--- config.mk ---
export PLATFORM = sky130hd
export DESIGN_NAME = fifo_uart_tx
export DESIGN_NICKNAME = d
export VERILOG_FILES = /design/src/rtl/fifo_uart_tx.sv
export SDC_FILE = /design/constraint.sdc
export NUM_CORES = 1
export LEC_CHECK = 0
export BUFFER_PORTS_ARGS = -buffer_cell sky130_fd_sc_hd__clkbuf_2
export CORE_ASPECT_RATIO = 0.6
export CORE_MARGIN = 1.5
export CORE_UTILIZATION = 54
export DETAILED_ROUTE_END_ITERATION = 10
export PLACE_DENSITY_LB_ADDON = 0.05
export SETUP_SLACK_MARGIN = 0.1
export SLEW_MARGIN = 20
export SYNTH_ARGS = -nofsm -noshare
export SYNTH_HDL_FRONTEND = slang
export SYNTH_SLANG_ARGS = --single-unit
--- constraint.sdc ---
create_clock -name clk -period 2.5 [get_ports clk]
set_input_delay 0.25 -clock clk [delete_from_list [all_inputs] [get_ports clk]]
set_output_delay 0.25 -clock clk [all_outputs]
set_load 0.01 [all_outputs]
--- src/rtl/fifo_uart_tx.sv ---
// fifo_uart_tx: drains an 8-bit FIFO onto an LSB-first 8N1 UART line; define UART_TX_PARITY_EN for an even parity bit
module fifo_uart_tx #(
  parameter int CLK_FREQ = 100_000_000,
  parameter int BAUD = 9600
) (
  input  logic       clk,
  input  logic       reset,
  input  logic       tx_en,
  input  logic       fifo_empty,
  input  logic [7:0] fifo_rdata,
  output logic       fifo_pop,
  output logic       tx,
  output logic       tx_busy,
  output logic       tx_done
);
  localparam int BIT_CYCLES = CLK_FREQ / BAUD;
  localparam int TW = $clog2(BIT_CYCLES);
  localparam logic [TW-1:0] LAST = TW'(BIT_CYCLES - 1);
  if (BIT_CYCLES < 2) begin : g_bad_baud
    $error("fifo_uart_tx: CLK_FREQ/BAUD must be at least 2");
  end
  typedef enum logic [2:0] {IDLE, START, DATA, PARITY, STOP} state_t;
  state_t state, state_n, after_data;
  logic [TW-1:0] timer;
  logic [2:0] idx;
  logic [7:0] shift;
  logic last, load;
  assign last = timer == LAST;
  assign load = tx_en && !fifo_empty && !reset && (state == IDLE || (state == STOP && last));
  assign fifo_pop = load;
  assign tx_busy = state != IDLE;
  assign tx_done = state == STOP && last;
`ifdef UART_TX_PARITY_EN
  logic par;
  assign after_data = PARITY;
  always_ff @(posedge clk)
    if (reset) par <= 1'b0;
    else if (load) par <= ^fifo_rdata;
`else
  assign after_data = STOP;
`endif
  always_ff @(posedge clk)
    if (reset) state <= IDLE;
    else state <= state_n;
  always_ff @(posedge clk)
    if (reset) begin
      timer <= '0;
      idx <= '0;
      shift <= '0;
    end else begin
      timer <= (state == IDLE || last) ? '0 : timer + 1'b1;
      idx <= (state == DATA && last) ? idx + 1'b1 : idx;
      shift <= load ? fifo_rdata : (state == DATA && last) ? shift >> 1 : shift;
    end
  always_comb begin
    state_n = state;
    tx = 1'b1;
    case (state)
      IDLE: state_n = load ? START : IDLE;
      START: begin
        tx = 1'b0;
        state_n = last ? DATA : START;
      end
      DATA: begin
        tx = shift[0];
        state_n = (last && idx == 3'd7) ? after_data : DATA;
      end
`ifdef UART_TX_PARITY_EN
      PARITY: begin
        tx = par;
        state_n = last ? STOP : PARITY;
      end
`endif
      STOP: state_n = last ? (load ? START : IDLE) : STOP;
      default: state_n = IDLE;
    endcase
  end
endmodule

# --- Word-level counts from Yosys, hierarchy flattened ---
# Cells that the tools add are included.
word_totals:
  register_bits: 28
  latchBits: 0
  ram_bits: 0
  romBits: 0
  out_inout_bits: 4
  n_memories: 0
classes:
  n_addsub: 2
  n_mul: 0
  div_mod_pow: 0
  magnitude_cmp: 0
  n_eq_ne: 5
  shifts: 0
  mux: 8
  bitwise: 0
  reduce_logical: 14
op_table:
  columns: ["op", "count"]
  rows:
  - ["$mux 8", 2]
  - ["$add 14x1->14 const B", 1]
  - ["$eq 14x14->1 const B", 1]
  - ["$pmux 3 s4", 1]
  - ["$eq 3x3->1 const B", 2]
  - ["$logic_and 1x1->1", 6]
  - ["$mux 3", 2]
  - ["$add 3x1->3 const B", 1]
  - ["$eq 3x1->1 const B", 1]
  - ["$eq 3x2->1 const B", 1]
  - ["$logic_not 3->1", 1]
  - ["$reduce_bool 3->1", 1]
  - ["$logic_not 1->1", 2]
  - ["$logic_or 1x1->1", 2]
  - ["$mux 2", 1]
  - ["$pmux 1 s2", 1]
  - ["$reduce_bool 2->1", 1]
  - ["$reduce_or 2->1", 1]
  - ["$mux 1", 1]

# --- Depth between registers and ports, before layout ---
depth:
  word_depth: 7
  mapped_depth: 8
  depth_no_buf: 7

# --- Least setup slack after synthesis ---
# Ideal clock, no wire load.
synth_path:
  kind: "register to output"
  from: "register timer[4]"
  to: "output port tx_done"
  arrival_time_ps: 1908
  required_ps: 2250
  path_slack_ps: 342
  path_stages_with_launch: 5
  n_path_buf: 1
  cell_sequence: "dfxtp_1 > or4b_1 > or4_4 > buf_2 > nor4_1"
synth_between:
  elab_chain_len: 2
synth_lines:
  columns: ["element", "line_no", "source"]
  rows:
  - ["start, declared", "24", "logic [TW-1:0] timer;"]
  - ["start signal, assigned", "51", "timer <= (state == IDLE || last) ? '0 : timer + 1'b1;"]
  - ["$eq 14x14->1", "28", "assign last = timer == LAST;"]
  - ["$logic_and 1x1->1", "32", "assign tx_done = state == STOP && last;"]
  - ["end, declared", "14", "output logic tx_done"]
# No other way between the ends.

# --- Worst setup path in the final report ---
layout_path:
  from: "register timer[6]"
  to: "output port tx_done"
# Same word-level chain as after synthesis.

==> impl_results.md <==
- Post-synth top cells: dfxtp_1 (28), nor2_1 (24), nor3_1 (10)
- Placer congestion estimate: a little under 0.8
- Status: finished clean
- Sequential share of the synthesized area: 42.6%
- Area growth syn-to-layout: 16.1%
- Post-CTS Hold Buffers: 0
- Fin. Hold Viols: 0
- Yosys cell types: 32
- Hpwl dp: 2090 um
- Clock insertion delay at the later pin of the skew report: 280 ps
- H-tree levels: 1
- # setup viols final: 0
- Async set-reset flop share out of synthesis: 0%
- Syn_area_per_cell: just under 9 um^2
- DR WL/cell: 14.5 um
- Cts bufs inserted: 3
- IO Pins: 16
- Yosys synthesis warning count: 0
- Post-synth top flop: dfxtp_1
- Final ANT Viol Nets: 0
- DRC marker count from the first detailed-route iteration: 76
- Largest cells by area after synthesis: dfxtp_1 (43%), nor2_1 (6.8%), xnor2_1 (5.3%)
- Cells after Synth: 152
- Clock transition at path regs: 90 ps
- Die width: 66.7 um
- Worst hold slack: 192 ps
- RSZ-0062 raised after global routing: false
- Initial core utilization: 59.1%
- Post-Syn Nets: 167
- Die ar.: around 0.0028 mm^2
- Worst EP required: 2250 ps
- Die Y: 41.2 um
- Vias in the first global route: 925
- Overall via count from detail_route: approximately 1,100
- Final wirelength: 2920 um
- TritonCTS clock tree: yes
- Peak supply drop: 0.000335 V
- Largest net degree at the start of global routing: 16
- Max frequency: 427 MHz
- Final Critical Period: 2340 ps
- Setup crit start kind: register
- Area share of the largest cell type after synthesis: 42.6%
- Root Buffer: clkbuf_8
- Yosys top cell by area: dfxtp_1
- Crit Path Max Fanout: 4
- Setup_tns: 0 ps
- Final Util: 68.6%
- Core Region: roughly 0.0022 mm^2
- Leakage power total: 0.571 nW
- CP Capture Type: primary output
- PortBufs: 15
- Final routed DRC violation total: 0
- Power density over the cells: 512 mW/mm^2
- # rows: 13
- Worst hold path class: in2reg
- Max_cap viols: 0
- Drt pass-1 iters: 4
- First-pass GRT wire length: 4350 um
- Clock tree buffer depth: 2
- Worst slew pin tran: around 520 ps
- Slew Limit Fails: 0
- Design area: 0.00153 mm^2
- # nets final: approximately 190
- Post-Syn Area: 0.00132 mm^2
- N_diodes: 0
- Vias per cell: 5.63
- Total congestion overflow: 0
- CTS Sinks: 28
- Share of layout cells above drive strength 1: 20.5%
- Critical path class: reg2out
- DP Area: 0.00143 mm^2
- Register bit total from synthesis: 28
- Initial antenna violation count: 0
- Number of flops mapped to enable cells by yosys: 0
- Most common cell in the netlist: dfxtp_1
- Worst Path Arrival: 2090 ps
- Setup Skew: 6.65 ps
- Total GRT Usage: 22.5%
- Relative slew margins: 65.5%
- Crit share post-route: 93.6%
layout make-up:
cell class | instances | area, um^2
Sequential cell | 28 | 562
Timing Repair Buffer | 22 | 128
Multi-Input combinational cell | 112 | 727
Fill cell | 188 | 701
Tap cell | 30 | 37.5
Clock buffer | 4 | 55.1
Inverter | 5 | 18.8
where the power goes:
part / total [mW] / internal [mW] / switching (mW)
Sequential: 0.453 / 0.449 / 0.00476
Clock: 0.280 / 0.141 / 0.139
Combinational: 0.0481 / 0.0229 / 0.0252
routing by layer:
layer	part of all wire, %	global-route usage (%)
met2	43	33.5
met5	0	0
met4	1.3	7.65
met1	51	31.8
met3	4.8	5.77
final timing paths:
path | start | cells past startpoint | endpoint | slack, ps
max | timer[6] | 4 | tx_done | 160
min | fifo_rdata[7] | 3 | shift[7] | 190
max reg2reg | timer[6] | 6 | idx[1] | 220
min reg2reg | timer[0] | 1 | timer[0] | 470
sequential cells by signal (all words and copies together) (netlist names):
| signal | cells |
|---|---|
| shift | 8 |
| state | 3 |
| idx | 3 |
| timer | 14 |
what timing repair did:
item,in CTS,in global routing
buffers inserted,2,1
pin swaps,1,1
resized for setup,1,4
setup endpoints to repair,1,10
endpoints found under the hold margin,0,0
layout by cell type (no fill, tap or decap):
| cell type | instances |
|---|---|
| and2_1 | 1 |
| nor4_2 | 2 |
| buf_4 | 7 |
| o21ai_2 | 1 |
| mux2i_1 | 2 |
| o22ai_1 | 7 |
| xor2_1 | 5 |
| nand3_1 | 7 |
| clkbuf_8 | 4 |
| nor4_1 | 1 |
| nor2b_1 | 1 |
| or4b_2 | 1 |
| nor2_1 | 24 |
| nand3b_1 | 1 |
| xnor2_1 | 8 |
| o21ai_0 | 1 |
| or4b_1 | 1 |
| nand2_1 | 6 |
| nand4_1 | 2 |
| a21oi_1 | 4 |
| nand2b_1 | 2 |
| dfxtp_2 | 1 |
| ha_1 | 3 |
| or3_1 | 8 |
| or4_4 | 1 |
| dfxtp_1 | 27 |
| or2_2 | 1 |
| o22a_1 | 1 |
| inv_1 | 5 |
| clkbuf_2 | 15 |
| a221oi_4 | 1 |
| o31ai_1 | 7 |
| or2_1 | 1 |
| or4b_4 | 1 |
| a2111oi_0 | 1 |
| nor3_1 | 10 |
cell families after synthesis:
kind of cell,synth area share (%)
adder cells (fa/ha/maj),2.85
AND/OR/NAND/NOR,27.8
multiplexers,1.52
AO/OA/AOI/OAI,12.9
XOR/XNOR,8.65
flip-flops,42.6
buffers and inverters,3.71
metrics by stage:
stage,power [mW],setup slack (ps),instances
floorplan,0.490,342,152
global placement,0.509,260,194
detailed placement,0.510,157,194
CTS,0.785,133,200
global route,0.811,73.3,201
finish,0.782,160,201
worst max-delay path: stages, from the launching register on:
cell and delay (ps):
dfxtp_1 360, or4b_4 560, or4_4 550, nor4_2 170, clkbuf_2 180
Note: power is estimated with default switching activity, not from simulation.
